**config.mk**
```make
export PLATFORM = sky130hd
export DESIGN_NAME = ring_phase_monitor_flat
export DESIGN_NICKNAME = d
export VERILOG_FILES = /design/src/rtl/ring_mon_pkg.sv /design/src/rtl/ring_phase_monitor_if.sv /design/src/rtl/ring_phase_monitor_onehot_enc.sv /design/src/rtl/ring_phase_monitor.sv /design/src/flat_wrapper.sv
export SDC_FILE = /design/constraint.sdc
export NUM_CORES = 1
export LEC_CHECK = 0
export BUFFER_PORTS_ARGS = -buffer_cell sky130_fd_sc_hd__buf_2
export CORE_AREA = 2 2 42 44
export DETAILED_ROUTE_END_ITERATION = 16
export DIE_AREA = 0 0 44 46
export PLACE_DENSITY_LB_ADDON = 0.1
export SKIP_LAST_GASP = 1
export SYNTH_ARGS = -nofsm -noshare
export SYNTH_HDL_FRONTEND = slang
export SYNTH_HIERARCHICAL = 1
export SYNTH_SLANG_ARGS = --single-unit
```
**constraint.sdc**
```tcl
create_clock -name clk -period 2.92 [get_ports clk]
set_clock_uncertainty 0.15 [all_clocks]
set_input_delay 0 -clock clk [delete_from_list [all_inputs] [get_ports clk]]
set_output_delay 0 -clock clk [all_outputs]
set_load 0.02 [all_outputs]
```
**src/rtl/ring_mon_pkg.sv**
```systemverilog
// ring_mon_pkg: shared types and constants for the ring phase monitor.
// Contents: FSM state enum, default ring/rotation-counter widths,
//           and a width-generic rotate_left helper.
package ring_mon_pkg;

    typedef enum logic [1:0] {
        SYNC  = 2'd0,
        TRACK = 2'd1,
        FAULT = 2'd2
    } state_e;

    localparam int RING_WIDTH_DEF = 3;
    localparam int ROT_W_DEF      = 8;
    // Widest ring the rotate helper supports.
    localparam int RING_MAX_W     = 32;

    // Rotate the low w bits of v left by one (bit w-1 wraps to bit 0).
    // Bits at or above w are returned as zero.
    function automatic logic [RING_MAX_W-1:0] rotate_left(
        input logic [RING_MAX_W-1:0] v,
        input int                    w
    );
        logic [RING_MAX_W-1:0] r;
        r    = v << 1;
        r[0] = v[w-1];
        r    = r & ~({RING_MAX_W{1'b1}} << w);
        return r;
    endfunction

endpackage

```
**src/rtl/ring_phase_monitor_if.sv**
```systemverilog
// ring_phase_monitor_if: bundles the ring sample input and monitor status outputs.
// master: the ring source / status consumer (drives ring_q, clr_err).
// slave : the monitor (drives phase, phase_vld, wrap_pulse, rot_count, err_*).
interface ring_phase_monitor_if
    import ring_mon_pkg::*;
#(
    parameter int WIDTH = RING_WIDTH_DEF,
    parameter int PH_W  = $clog2(WIDTH),
    parameter int ROT_W = ROT_W_DEF
);
    logic [WIDTH-1:0] ring_q;
    logic             clr_err;
    logic [PH_W-1:0]  phase;
    logic             phase_vld;
    logic             wrap_pulse;
    logic [ROT_W-1:0] rot_count;
    logic             err_onehot;
    logic             err_seq;

    modport master (
        output ring_q, clr_err,
        input  phase, phase_vld, wrap_pulse, rot_count, err_onehot, err_seq
    );

    modport slave (
        input  ring_q, clr_err,
        output phase, phase_vld, wrap_pulse, rot_count, err_onehot, err_seq
    );
endinterface

```
**src/rtl/ring_phase_monitor_onehot_enc.sv**
```systemverilog
// onehot_enc: combinational one-hot to binary encoder.
// Ports: in_i (one-hot vector), idx_o (OR of set-bit indices, valid when
//        onehot_o), onehot_o (exactly one bit of in_i set).
module onehot_enc #(
    parameter int WIDTH = 3,
    parameter int PH_W  = $clog2(WIDTH)
) (
    input  logic [WIDTH-1:0] in_i,
    output logic [PH_W-1:0]  idx_o,
    output logic             onehot_o
);

    always_comb begin
        idx_o = '0;
        for (int i = 0; i < WIDTH; i++) begin
            if (in_i[i]) begin
                idx_o = idx_o | PH_W'(i);
            end
        end
    end

    // Non-zero with no second bit: clearing the lowest set bit leaves nothing.
    assign onehot_o = (in_i != '0) && ((in_i & (in_i - 1'b1)) == '0);

endmodule

```
**src/rtl/ring_phase_monitor.sv**
```systemverilog
// ring_phase_monitor: samples a one-hot ring counter, encodes its phase,
// counts rotations and flags illegal encodings / steps (sticky).
// Ports: clk, rst (async active-low), mon (slave modport: ring_q, clr_err in;
//        phase, phase_vld, wrap_pulse, rot_count, err_onehot, err_seq out).
// Option: RING_MON_HOLD_EN makes a repeated sample legal while tracking.
module ring_phase_monitor
    import ring_mon_pkg::*;
#(
    parameter int WIDTH = RING_WIDTH_DEF,
    parameter int PH_W  = $clog2(WIDTH),
    parameter int ROT_W = ROT_W_DEF
) (
    input  logic                  clk,
    input  logic                  rst,
    ring_phase_monitor_if.slave   mon
);

    state_e           state_q, state_d;
    logic [PH_W-1:0]  phase_q, phase_d;
    logic             vld_q, vld_d;
    logic             wrap_q, wrap_d;
    logic [ROT_W-1:0] rot_q, rot_d;
    logic             eoh_q, eoh_d;
    logic             eseq_q, eseq_d;

    logic [PH_W-1:0]       enc_idx;
    logic                  enc_onehot;
    logic [WIDTH-1:0]      prev_oh;
    logic [RING_MAX_W-1:0] next_oh;
    logic                  step_ok;
    logic                  hold_ok;

    onehot_enc #(.WIDTH(WIDTH), .PH_W(PH_W)) u_enc (
        .in_i     (mon.ring_q),
        .idx_o    (enc_idx),
        .onehot_o (enc_onehot)
    );

    // Expected next sample is the last legal phase rotated by one position.
    always_comb begin
        prev_oh          = '0;
        prev_oh[phase_q] = 1'b1;
        next_oh          = rotate_left(RING_MAX_W'(prev_oh), WIDTH);
        step_ok          = (RING_MAX_W'(mon.ring_q) == next_oh);
    end

`ifdef RING_MON_HOLD_EN
    assign hold_ok = (mon.ring_q == prev_oh);
`else
    assign hold_ok = 1'b0;
`endif

    always_comb begin
        state_d = state_q;
        phase_d = phase_q;
        rot_d   = rot_q;
        wrap_d  = 1'b0;
        eoh_d   = eoh_q;
        eseq_d  = eseq_q;

        if (mon.clr_err) begin
            // Clear wins over anything seen this cycle; the sample is dropped.
            state_d = SYNC;
            eoh_d   = 1'b0;
            eseq_d  = 1'b0;
        end else begin
            unique case (state_q)
                SYNC: begin
                    if (enc_onehot) begin
                        phase_d = enc_idx;
                        state_d = TRACK;
                    end
                end
                TRACK: begin
                    if (!enc_onehot) begin
                        eoh_d   = 1'b1;
                        state_d = FAULT;
                    end else if (step_ok) begin
                        phase_d = enc_idx;
                        if (phase_q == PH_W'(WIDTH - 1)) begin
                            wrap_d = 1'b1;
                            rot_d  = rot_q + 1'b1;
                        end
                    end else if (!hold_ok) begin
                        eseq_d  = 1'b1;
                        state_d = FAULT;
                    end
                end
                FAULT: begin
                    state_d = FAULT;
                end
                default: begin
                    state_d = SYNC;
                end
            endcase
        end

        vld_d = (state_d == TRACK);
    end

    always_ff @(posedge clk or negedge rst) begin
        if (!rst) begin
            state_q <= SYNC;
            phase_q <= '0;
            vld_q   <= 1'b0;
            wrap_q  <= 1'b0;
            rot_q   <= '0;
            eoh_q   <= 1'b0;
            eseq_q  <= 1'b0;
        end else begin
            state_q <= state_d;
            phase_q <= phase_d;
            vld_q   <= vld_d;
            wrap_q  <= wrap_d;
            rot_q   <= rot_d;
            eoh_q   <= eoh_d;
            eseq_q  <= eseq_d;
        end
    end

    assign mon.phase      = phase_q;
    assign mon.phase_vld  = vld_q;
    assign mon.wrap_pulse = wrap_q;
    assign mon.rot_count  = rot_q;
    assign mon.err_onehot = eoh_q;
    assign mon.err_seq    = eseq_q;

endmodule

```
**src/flat_wrapper.sv**
```systemverilog
// flat-port wrapper written by rule: the top's interface ports become plain ports
module ring_phase_monitor_flat import ring_mon_pkg::*;
#(
    parameter int WIDTH = RING_WIDTH_DEF,
    parameter int PH_W  = $clog2(WIDTH),
    parameter int ROT_W = ROT_W_DEF
)
  (clk, rst, mon_ring_q, mon_clr_err, mon_phase, mon_phase_vld, mon_wrap_pulse, mon_rot_count, mon_err_onehot, mon_err_seq);
  ring_phase_monitor_if #(.WIDTH(WIDTH), .PH_W(PH_W), .ROT_W(ROT_W)) mon_i ();
  input  logic clk;
  input  logic rst;
  input wire logic [$bits(mon_i.ring_q)-1:0] mon_ring_q;
  input wire logic [$bits(mon_i.clr_err)-1:0] mon_clr_err;
  output wire logic [$bits(mon_i.phase)-1:0] mon_phase;
  output wire logic [$bits(mon_i.phase_vld)-1:0] mon_phase_vld;
  output wire logic [$bits(mon_i.wrap_pulse)-1:0] mon_wrap_pulse;
  output wire logic [$bits(mon_i.rot_count)-1:0] mon_rot_count;
  output wire logic [$bits(mon_i.err_onehot)-1:0] mon_err_onehot;
  output wire logic [$bits(mon_i.err_seq)-1:0] mon_err_seq;
  assign mon_i.ring_q = mon_ring_q;
  assign mon_i.clr_err = mon_clr_err;
  assign mon_phase = mon_i.phase;
  assign mon_phase_vld = mon_i.phase_vld;
  assign mon_wrap_pulse = mon_i.wrap_pulse;
  assign mon_rot_count = mon_i.rot_count;
  assign mon_err_onehot = mon_i.err_onehot;
  assign mon_err_seq = mon_i.err_seq;
  ring_phase_monitor #(.WIDTH(WIDTH), .PH_W(PH_W), .ROT_W(ROT_W)) u_core (.clk(clk), .rst(rst), .mon(mon_i));
endmodule
```
==> results.txt <==
The floorplan die area is 2020 µm², and the post-placement worst setup slack is 0.692 ns. The vertical die dimension works out to 46 µm. The routed via count was 591; the number of nets still failing antenna checks after routing was 0.

Measured in cells, the most critical reg-to-reg path has a length of 4. Once routing completed, OpenROAD measured the worst setup slack at 0.606 ns. At the pin with the least slew margin, the transition time is 0.807 ns. The static power due to leakage is 0.469 nW. The first global-routing pass estimated 2440 µm of wire.

Starting density of the core: 47.4%. Data on the critical path is required at its endpoint by 2.94 ns. The clock passes through at most 2 buffers.

The kind of start point of the critical path is an input port. Once layout is done, the placed cells without fillers occupy 925 µm². The routed length per placed instance came out at 13.5 µm. Routability-driven placement finished with a final weighted congestion of 0.765.

Summing the areas of all fa, ha and maj instances in the mapped netlist gives 1.63% of the synthesized area. Using the TritonRoute via totals, the vias-per-cell ratio works out to 5.52. The first detailed-routing pass ran for 4 iterations. The worst hold path class is in -> async. The number of buffers created by CTS is 3, and the pin count of the biggest net entering global routing is 17.

After floorplanning, the core was divided into 15 placement rows. Across every metal layer, demand over resource in global routing totals 16.7%. Derived from the worst setup path, the maximum achievable clock frequency is 432 MHz. The run gives 539 as the via count of the first global-routing pass.

The finished layout holds 107 standard cells, fillers aside. After global routing the overflow that remains totals 0. TritonCTS built the clock tree. The flow ran to the end, and the final reports show no timing, DRC or antenna violations. The number of antenna violations at the first check in global routing was 0; the number of enable-type register cells in the synthesized netlist was 0.

The tools report the total count of hold-check failures in the final report as 0. The worst reg2reg path endpoint is u_core/mon.phase[1]. The final critical-path share of the clock period came out at 79.2%. After Yosys synthesis, and, or, nand and nor cells account for 15.7% of the synthesized area. For the number of levels in the clock H-tree, the log shows 1. The most used flip-flop cell after synthesis is sky130_fd_sc_hd__dfrtp_1. At the later pin of the worst-skew pair, clock insertion delay measures 0.28 ns. After detailed placement, the total cell area comes to 862 µm².

The biggest fanout along the worst timing path was 6. STA classifies the critical path endpoint as a flip-flop. The worst register-to-register path begins at u_core/mon.phase[0]. The run gives 16 as the number of sinks driven by the clock tree. At the end of the flow, the number of nets in the layout was 99.

The growth of design area from synthesis to finish was 20.8%. After legalization and detailed placement, the total HPWL measured 1030 µm. The horizontal die dimension works out to 44 µm. The cell count after placement came out at 100. The portion of synthesized area spent on multiplexers is 4.41%. The run gives 0.268 mV as the largest voltage drop on the vdd net. The tool flagged a number of max-cap violations equal to 0. The tools report the cell area after synthesis as 766 µm².

Summing the areas of all compound-gate instances in the mapped netlist gives 12.1% of the synthesized area. The worst pin sits at a relative slew slack of 45.8%. Buffers placed on the I/O ports in this run total 19.

Setup repair after global routing left no endpoint under its margin. The number of antenna diodes in the final layout is 0. The total of fill cells in the finished design was 133; the number of design rule violations left after detail routing was 0. After clock tree synthesis, the clock-pin slew on the worst setup and hold paths is 0.09 ns. The I/O pin count is 20, and the number of distinct library cells after synthesis is 28. The detailed router finished its first iteration with 10 violations. The clock period could shrink to 2.31 ns.

The proportion of layout cells with a drive suffix above 1 came out at 26.7%. The cell chosen for the clock root was sky130_fd_sc_hd__clkbuf_4. Averaged over all synthesized cells, the footprint is 11.4 µm². The Yosys step of the flow raised 6 warnings. Across all register-to-register paths, the minimum setup slack is 0.69 ns.

Power spread over the standard cell area amounts to 519 nW/µm². By area, the combinational part of the netlist is dominated by simple AND/OR/NAND/NOR gates. Category of the critical setup timing path: in -> reg. The tools report the number of slew-limit violations in the final report as 0. The tools report the overall power consumption as 0.479 mW.

After synthesis the netlist holds a flip-flop and latch count of 16. For the critical path data arrival time, the log shows 2.34 ns. The gate count after technology mapping is 67. The sequential area share after synthesis is 52.3%.

Synthesis produced a netlist with a net count of 74. The area share of xor/xnor cells in the synthesized design is 10.3%. The logs give 0 ns for the summed negative setup slack over all endpoints and 1610 µm² for the placeable core region. Setup violations remaining at the end of the flow were counted as 0. After synthesis, the share of flip-flops with an asynchronous set or reset is 100%.

After detailed routing, the total wire length is 1440 µm.
cell usage after synthesis, types with 2 or more instances:
cell type / n / area, µm²
sky130_fd_sc_hd__nand2b_1: 2 / 12.5
sky130_fd_sc_hd__o21ai_0: 2 / 10.0
sky130_fd_sc_hd__inv_1: 2 / 7.51
sky130_fd_sc_hd__nand3_1: 3 / 15.0
sky130_fd_sc_hd__mux2_1: 2 / 22.5
sky130_fd_sc_hd__nor3_1: 3 / 15.0
sky130_fd_sc_hd__nand4_1: 3 / 18.8
sky130_fd_sc_hd__nor2_1: 4 / 15.0
sky130_fd_sc_hd__nand2_1: 2 / 7.51
sky130_fd_sc_hd__xor2_1: 7 / 61.3
sky130_fd_sc_hd__xnor2_1: 2 / 17.5
sky130_fd_sc_hd__dfrtp_1: 16 / 400
sky130_fd_sc_hd__nor4_1: 2 / 12.5
sky130_fd_sc_hd__buf_4: 2 / 15.0
sky130_fd_sc_hd__a21oi_1: 2 / 10.0
worst max-delay path by stage:
stage / start / endpoint / slack, ns / depth (start not counted)
6_report: mon_ring_q[2] / u_core/mon.rot_count[1] / 0.61 / 9
5_1_grt: mon_ring_q[2] / u_core/mon.rot_count[1] / 0.40 / 9
4_1_cts: mon_ring_q[1] / u_core/mon.rot_count[1] / 0.61 / 9
3_5_place_dp: u_core/mon.phase[1] / u_core/mon.phase[1] / 0.69 / 4
3_3_place_gp: u_core/mon.phase[1] / u_core/mon.phase[0] / 0.73 / 4
2_1_floorplan: u_core/mon.phase[0] / u_core/mon.phase[0] / 0.92 / 4
cell usage in the layout (no fill, tap or decap), drive strengths merged, types with 4 or more instances in the layout:
cell type | netlist | routed
buf | 3 | 19
dfrtp | 16 | 16
xor2 | 7 | 7
dlygate4sd3 | 0 | 4
nor2 | 4 | 4
area by class of cell:
class                           instances  area, µm²  share of cell area (%)
Sequential cell                        16        400                    43.3
Multi-Input combinational cell         46        338                    36.5
Timing Repair Buffer                   23        135                    14.6
Clock buffer                            3       22.5                    2.44
Tap cell                               17       21.3                    2.30
Inverter                                2       7.51                   0.812
worst max-delay path, stage by stage:
cell and delay, ns:
sky130_fd_sc_hd__dlygate4sd3_1 0.54, sky130_fd_sc_hd__buf_2 0.16, sky130_fd_sc_hd__o21ai_0 0.15, sky130_fd_sc_hd__o21a_1 0.15, sky130_fd_sc_hd__inv_1 0.10, sky130_fd_sc_hd__nor4b_1 0.39, sky130_fd_sc_hd__nand2_1 0.23, sky130_fd_sc_hd__nor2_1 0.25
sky130_fd_sc_hd__mux2_2 0.37
timing repair:
item | CTS | global route
hold buffers | 4 | 0
buffers inserted | 0 | 0
endpoints found under the hold margin | 23 | 0
resized for setup | 0 | 0
through the flow:
stage	util (%)	hold WS, ns
finish	57.3	0.00264
global placement	53.4	-0.218
detailed placement	53.4	-0.216
CTS	57.3	0.0101
floorplan	-	-0.446
global route	57.3	0.0283
registers in the layout, summed over array words and instances (netlist names):
signal and flops:
u_core/mon.err_onehot 1, u_core/mon.err_seq 1, u_core/mon.phase 2, u_core/mon.phase_vld 1
u_core/mon.rot_count 8, u_core/mon.wrap_pulse 1, u_core/state_q 2
logic make-up after synthesis:
family / after synthesis
simple gates: 22
buf+inv: 5
flops: 16
xor+xnor: 9
compound gates: 11
fa+ha+maj: 1
mux: 3
power breakdown:
group	total, mW	internal [mW]	switching (mW)
registers	0.266	0.240	0.0254
clock network	0.112	0.0478	0.0647
logic	0.101	0.0414	0.0600
total	0.479	0.329	0.150
metal layers:
metal  vias to the layer above  part of all wire, %  wire length [µm]  track usage [%]
met4                         0                 0.90                13             9.09
met1                       274                   48               687             21.9
li1                        296                    -                 -                -
met2                        19                   46               660             26.5
met3                         2                  5.6                81             2.78
met5                         -                    0                 0                0
(Power assumes the default switching activity.)
